===== src/rtl/tb4004_pkg.sv =====
// Shared 4004 definitions: instruction-cycle phase codes and the step controller state set.
package tb4004_pkg;

  localparam logic [2:0] PH_A1 = 3'd0;
  localparam logic [2:0] PH_A2 = 3'd1;
  localparam logic [2:0] PH_A3 = 3'd2;
  localparam logic [2:0] PH_M1 = 3'd3;
  localparam logic [2:0] PH_M2 = 3'd4;
  localparam logic [2:0] PH_X1 = 3'd5;
  localparam logic [2:0] PH_X2 = 3'd6;
  localparam logic [2:0] PH_X3 = 3'd7;

  typedef enum logic [1:0] {
    ST_IDLE,
    ST_RUN,
    ST_DRAIN,
    ST_STEP
  } state_e;

  function automatic logic [2:0] next_phase(input logic [2:0] ph);
    return ph + 3'd1;
  endfunction

  function automatic logic is_cycle_end(input logic [2:0] ph);
    return ph == PH_X3;
  endfunction

endpackage


===== src/rtl/fall_edge_sync.sv =====
// Two-flop synchroniser plus edge register; emits a one-cycle pulse on a falling edge of in.
module fall_edge_sync (
  input  logic clk,
  input  logic rst,
  input  logic in,
  output logic pulse
);

  logic sync1_q;
  logic sync2_q;
  logic prev_q;
  logic vld_q;
  logic armed_q;

  // Detection is armed only after a genuine high input has been sampled, so a button
  // held down through reset cannot look like a 1->0 transition of the reset-high flops.
  always_ff @(posedge clk or posedge rst) begin
    if (rst) begin
      sync1_q <= 1'b1;
      sync2_q <= 1'b1;
      prev_q  <= 1'b1;
      vld_q   <= 1'b0;
      armed_q <= 1'b0;
    end else begin
      sync1_q <= in;
      sync2_q <= sync1_q;
      prev_q  <= sync2_q;
      vld_q   <= 1'b1;
      armed_q <= armed_q | (vld_q & sync1_q);
    end
  end

  assign pulse = armed_q & prev_q & ~sync2_q;

endmodule


===== src/rtl/cpu_step_ctrl.sv =====
// 4004 execution-clock controller: run/stop and single-step into ce pulses with phase tracking.
// Build option CPU_STEP_PHASE_EN: a step issues a single ce instead of a full instruction cycle.
module cpu_step_ctrl
  import tb4004_pkg::*;
#(
  parameter int unsigned DIV = 4
) (
  input  logic       clk,
  input  logic       rst,
  input  logic       run,
  input  logic       step_n,
  output logic       ce,
  output logic [2:0] phase,
  output logic       sync,
  output logic       busy
);

  localparam logic [15:0] LAST = 16'(DIV - 1);

  state_e      state_q, state_d;
  logic [15:0] cnt_q, cnt_d;
  logic        ce_q, ce_d;
  logic [2:0]  phase_q, phase_d;
  logic        sync_q, sync_d;
  logic        step_req;
  logic        step_done;
  logic        drain_done;
  logic        active;

  fall_edge_sync u_step_sync (
    .clk   (clk),
    .rst   (rst),
    .in    (step_n),
    .pulse (step_req)
  );

  assign drain_done = ce_q && is_cycle_end(phase_q);

`ifdef CPU_STEP_PHASE_EN
  assign step_done = ce_q;
`else
  assign step_done = drain_done;
`endif

  always_comb begin
    state_d = state_q;
    unique case (state_q)
      ST_IDLE: begin
        if (run) begin
          state_d = ST_RUN;
        end else if (step_req) begin
          state_d = ST_STEP;
        end
      end
      ST_RUN: begin
        if (!run) begin
          state_d = ST_DRAIN;
        end
      end
      ST_DRAIN: begin
        if (run) begin
          state_d = ST_RUN;
        end else if (drain_done) begin
          state_d = ST_IDLE;
        end
      end
      ST_STEP: begin
        if (run) begin
          state_d = ST_RUN;
        end else if (step_done) begin
          state_d = ST_IDLE;
        end
      end
      default: state_d = ST_IDLE;
    endcase
  end

  // Prescaler keeps counting across RUN/DRAIN/STEP hand-overs so ce cadence never slips;
  // it holds at zero in IDLE and clears on the edge that enters IDLE.
  always_comb begin
    active = (state_q != ST_IDLE) && (state_d != ST_IDLE);
    cnt_d  = '0;
    ce_d   = 1'b0;
    if (active) begin
      if (cnt_q == LAST) begin
        ce_d = 1'b1;
      end else begin
        cnt_d = cnt_q + 16'd1;
      end
    end
    phase_d = ce_q ? next_phase(phase_q) : phase_q;
    sync_d  = is_cycle_end(phase_d);
  end

  always_ff @(posedge clk or posedge rst) begin
    if (rst) begin
      state_q <= ST_IDLE;
      cnt_q   <= '0;
      ce_q    <= 1'b0;
      phase_q <= PH_A1;
      sync_q  <= 1'b0;
    end else begin
      state_q <= state_d;
      cnt_q   <= cnt_d;
      ce_q    <= ce_d;
      phase_q <= phase_d;
      sync_q  <= sync_d;
    end
  end

  assign ce    = ce_q;
  assign phase = phase_q;
  assign sync  = sync_q;
  assign busy  = (state_q != ST_IDLE);

endmodule


===== config.mk =====
export PLATFORM = sky130hd
export DESIGN_NAME = cpu_step_ctrl
export DESIGN_NICKNAME = d
export VERILOG_FILES = /design/src/rtl/tb4004_pkg.sv /design/src/rtl/fall_edge_sync.sv /design/src/rtl/cpu_step_ctrl.sv
export SDC_FILE = /design/constraint.sdc
export NUM_CORES = 1
export LEC_CHECK = 0
export ABC_AREA = 1
export CAP_MARGIN = 25
export CORE_MARGIN = 2
export CORE_UTILIZATION = 45
export CTS_CLUSTER_DIAMETER = 150
export DETAILED_ROUTE_END_ITERATION = 16
export PLACE_DENSITY = 0.71
export SLEW_MARGIN = 20
export SYNTH_ARGS = -nofsm -noshare
export SYNTH_HDL_FRONTEND = slang
export SYNTH_SLANG_ARGS = --single-unit
export TNS_END_PERCENT = 30

===== constraint.sdc =====
create_clock -name clk -period 1.8 [get_ports clk]
set_input_delay 0.36 -clock clk [delete_from_list [all_inputs] [get_ports clk]]
set_output_delay 0.36 -clock clk [all_outputs]
set_load 0.02 [all_outputs]

## Word-level counts from Yosys, hierarchy flattened

Cells that the tools add are included.

- Bits in registers: 28
- Input bits: 4
- Output and inout port bits: 6
- Logic and storage cells: 40

- Add/sub/neg operators: 2
- Equal/unequal tests: 6
- Multiplexer cells: 11
- Bitwise logic cells: 5
- Reduce and logical (&&, ||, !) cells: 6

Operator list:

| operator | count |
|---|---|
| 2-to-1 mux 16 bit | 2 |
| adder 16 x 1 -> 16 bit, second input constant | 1 |
| equality test 16 x 2 -> 1 bit, second input constant | 1 |
| 2-to-1 mux 2 bit | 5 |
| equality test 3 bit, second input constant | 2 |
| one-hot mux 2 bit (3 select lines) | 1 |
| equality test 2 bit, second input constant | 2 |
| nonzero test 2 bit | 2 |
| adder 3 x 1 -> 3 bit, second input constant | 1 |
| bitwise AND 1 bit | 3 |
| 2-to-1 mux 3 bit | 1 |
| equality test 2 x 1 -> 1 bit, second input constant | 1 |
| logical AND 1 bit | 2 |
| logical NOT 2 bit | 1 |
| 2-to-1 mux 1 bit | 2 |
| OR reduction 2 bit | 1 |
| inverter 1 bit | 1 |
| OR 1 bit | 1 |

## Logic depth before layout (Yosys ltp)

- Depth in word-level cells: 8
- Mapped depth: 8
- Mapped depth without buffers: 8

## Modules after synthesis

Synthesis repeated with hierarchy kept, for this count alone.

- Cells, all modules: 188
- Area total of the unflattened synthesis: 1,524.0 um^2

By module, submodules not included:

| module | instances | cells an instance | area each (um^2) | sequential area each (um^2) |
|---|---|---|---|---|
| cpu_step_ctrl | 1 | 176 | 1,366.3 | 575.6 |
| fall_edge_sync | 1 | 12 | 157.7 | 128.9 |

## Worst setup path after synthesis

Ideal clock, no wire load.

- Path kind: register -> register
- Start point: register phase_q[0] (netlist: phase[0])
- End point: register cnt_q[3]
- Setup time: 118 ps
- Arrival time: 1,320 ps
- Slack: 362 ps
- Cell stages (with the launch flop): 7
- Buffers on the path: 1
- Clock period less this slack: 1,438 ps
- Path through: dfrtp_1 ha_1 ha_1 nand3_2 o21ai_4 buf_6 nor2_1

- Word-level cells in the longest chain between the ends: 8

RTL lines:

| what | line | source |
|---|---|---|
| start: declaration | cpu_step_ctrl.sv:23 | `logic [2:0] phase_q, phase_d;` |
| start signal: assignment | cpu_step_ctrl.sv:106 | `phase_q <= phase_d;` |
| equality test 3 bit | tb4004_pkg.sv:25 | `return ph == PH_X3;` |
| logical AND 1 bit | cpu_step_ctrl.sv:37 | `assign drain_done = ce_q && is_cycle_end(phase_q);` |
| 2-to-1 mux 2 bit | cpu_step_ctrl.sv:63, cpu_step_ctrl.sv:70 |  |
| 2-to-1 mux 2 bit | cpu_step_ctrl.sv:61 | `if (run) begin` |
| one-hot mux 2 bit (3 select lines) | cpu_step_ctrl.sv:47 | `unique case (state_q)` |
| nonzero test 2 bit | cpu_step_ctrl.sv:81 | `active = (state_q != ST_IDLE) && (state_d != ST_IDLE);` |
| logical AND 1 bit | cpu_step_ctrl.sv:81 |  |
| 2-to-1 mux 16 bit | cpu_step_ctrl.sv:84 | `if (active) begin` |
| net cnt_d[3] | cpu_step_ctrl.sv:21 | `logic [15:0] cnt_q, cnt_d;` |
| end signal: assignment | cpu_step_ctrl.sv:104 | `cnt_q <= cnt_d;` |
| end: declaration | cpu_step_ctrl.sv:21 |  |

The timed path passes the listed nets, and every way through them passes these cells.

## Final worst setup path

- Start point: register phase_q[0] (netlist: phase[0])
- End point: output port phase[0]

RTL lines:

| what | line | source |
|---|---|---|
| end: declaration | cpu_step_ctrl.sv:13 | `output logic [2:0] phase,` |

No word-level cell between the ends.

==> run metrics <==
Total GRT Usage=0.160; clock-pin slew on the worst setup and hold paths=140 ps; Slowest cell on crit path=clkdlybuf4s50_1; total die area=0.00369 mm2; placed cell areas=0.00161 mm2; Mapped Cells=183; Yosys cell types=22; DR iter-0 viols=37; CTS tree=built; WP data required=1440 ps; DR vias=1156; total CTS buffers=3; Max FO, Critical Path=3; Buf/Inv on CP=1; Layout Cells excl Fill=241; Crit Path Class=flop to primary output; clk sinks=28; Syn Std Cell Area=0.00145 mm2; Design Area, Final=0.00164 mm2; Via density=4.80; Final TNS setup=0 ps; Yosys warning count=0; Die Span X=60.7 um; Layout area overhead=13.6%; unrepaired setup endpoints after global routing=no; # rows=20; Slew Limit Fails=0; Reg2Reg Depth=5; status=finished clean; final wirelength=2470 um; CTS max path bufs=2; Setup Viol. Count Final=0; Mapped Avg Cell Area=7.91 um2; met2 wire len=1180 um; ANT nets after route=0; Seq/Total Area, Yosys=0.487; Finished Core Util=0.539; Vert. Die Dim=60.7 um; hold crit path type=primary input to asynchronous set/reset pin; first-pass GRT wire length=4400 um; final HPWL from detailed placement=1950 um; CTS Hold Bufs=0; Max VDD drop=0.507 mV; DRC viols=0; Seq cells post-synth=28; H-tree levels=1; layout cells sized above 1=0.0914; fillcell total=298; I/O pin cnt=10; Initial Util=0.474; nets=205; Critical Path Source Type=flop; arrival time at the worst endpoint=1340 ps; wire per inst=10.2 um; final critical-path share of the clock period=0.947; critical-path cell list=clkdlybuf4s50_1; Overflow after GRT=0; DR WL met3=78 um; IO buf count=9; drt first pass iters=4; max cap viols=0; Final Hold Vio Count=0; Max Used Layer=met4; delay-heaviest family, CP=buffers and inverters; core area=0.00305 mm2; Worst path depth=1; P_leak=0.821 nW; Fmax=587 MHz; DRT met1 WL=1160 um; vias in the first global route=1096; Post-Syn Nets=190; GP Congestion=0.840; n_diodes=0; largest net degree at the start of global routing=21; Root Driver=clkbuf_4; PwrDens=985 mW/mm2; CP endpoint kind=primary output; Worst path max stage delay=610 ps; Setup Skew=5.75 ps; Clock Latency Late Sink=320 ps; post-layout min period=1700 ps; Cells after DPL=237; initial antenna violation count=0
-- cells in the mapped netlist --
cell | count | area share
nand2_1 | 47 | 0.12
nor2_1 | 32 | 0.083
inv_1 | 29 | 0.075
dfrtp_1 | 25 | 0.43
nand3_1 | 15 | 0.052
xor2_1 | 6 | 0.036
nand4_1 | 4 | 0.017
nor3_1 | 4 | 0.014
dfstp_2 | 3 | 0.054
ha_1 | 3 | 0.026
nand3_2 | 3 | 0.021
a21oi_1 | 2 | 0.0069
a31oi_1 | 1 | 0.0043
buf_6 | 1 | 0.0078
conb_1 | 1 | 0.0026
mux2_2 | 1 | 0.0078
nand2_2 | 1 | 0.0043
nor2_2 | 1 | 0.0043
nor2_4 | 1 | 0.0078
nor3_2 | 1 | 0.0069
o21ai_0 | 1 | 0.0035
o21ai_4 | 1 | 0.011
-- state kept, by name, summed over array words and instances, names as in the netlist --
name	count
ce	1
state_q	2
u_step_sync.sync2_q	1
sync	1
u_step_sync.prev_q	1
u_step_sync.sync1_q	1
phase	3
u_step_sync.vld_q	1
u_step_sync.armed_q	1
cnt_q	16
-- through the flow --
stage	worst slack, ps	total power (W)	hold slack (ps)
3_5_place_dp	243	0.00134	358
3_3_place_gp	280	0.00131	354
5_1_grt	2.50	0.00174	294
2_1_floorplan	362	0.00115	354
4_1_cts	85.2	0.00164	300
6_report	95.7	0.00162	287
-- logic make-up after synthesis --
logic type | after synthesis | synth area share
simple gates | 109 | 0.332
buf+inv | 30 | 0.0830
flops | 28 | 0.487
xor+xnor | 6 | 0.0363
compound gates | 5 | 0.0259
fa+ha+maj | 3 | 0.0259
other cells | 1 | 0.00259
mux | 1 | 0.00778
-- path summary, 6_finish.rpt --
kind	startpoint	to	slack, ps
min in group clk	u_step_sync.sync2_q	u_step_sync.prev_q	380
max	phase[0]	phase[0]	100
max in group asynchronous	rst	u_step_sync.prev_q	1010
max reg2reg	phase[0]	ce	290
min	rst	cnt_q[7]	290
min reg2reg	u_step_sync.sync2_q	u_step_sync.prev_q	380
-- cell type report --
| class | instances | area [um2] | area share |
|---|---|---|---|
| clock buffers | 4 | 36.3 | 0.0221 |
| inverters | 29 | 109 | 0.0662 |
| flip-flops and latches | 28 | 704 | 0.428 |
| well taps | 44 | 55.1 | 0.0335 |
| multi-input cells | 125 | 623 | 0.379 |
| repair buffers | 11 | 116 | 0.0708 |
-- power breakdown --
part / internal [W] / leakage [nW] / switching [W]
logic: 0.000224 / 0.444 / 0.000282
registers: 0.000731 / 0.356 / 0.0000831
clock network: 0.000124 / 0.0210 / 0.000177
total: 0.00108 / 0.821 / 0.000541
-- timing repair --
action / CTS / global route
buffers inserted: 0 / 0
gates resized for setup: 1 / 0
endpoints found under the setup margin: 1 / 0
-- layer usage --
layer,vias up,GRT usage
met1,539,0.204
met4,0,0.0807
met3,8,0.0192
li1,588,-
met2,21,0.270
met5,-,0
-- layout by cell type, fill, tap and decap left out --
cell type        count
a31oi_1              1
buf_4                1
xor2_1               6
nand2_1             47
inv_1               29
dfstp_2              3
mux2_2               1
conb_1               1
clkbuf_8             1
dlygate4sd2_1        1
dfrtp_1             25
ha_1                 3
nand3_2              3
clkdlybuf4s50_1      8
nand3_1             15
o21ai_0              1
nor3_1               4
nor3_2               1
nand4_1              4
nor2_4               1
a21oi_1              2
nor2_2               1
nand2_2              1
o21ai_4              1
buf_12               1
clkbuf_4             3
nor2_1              32
No activity file was read; power rests on OpenSTA's default activity.
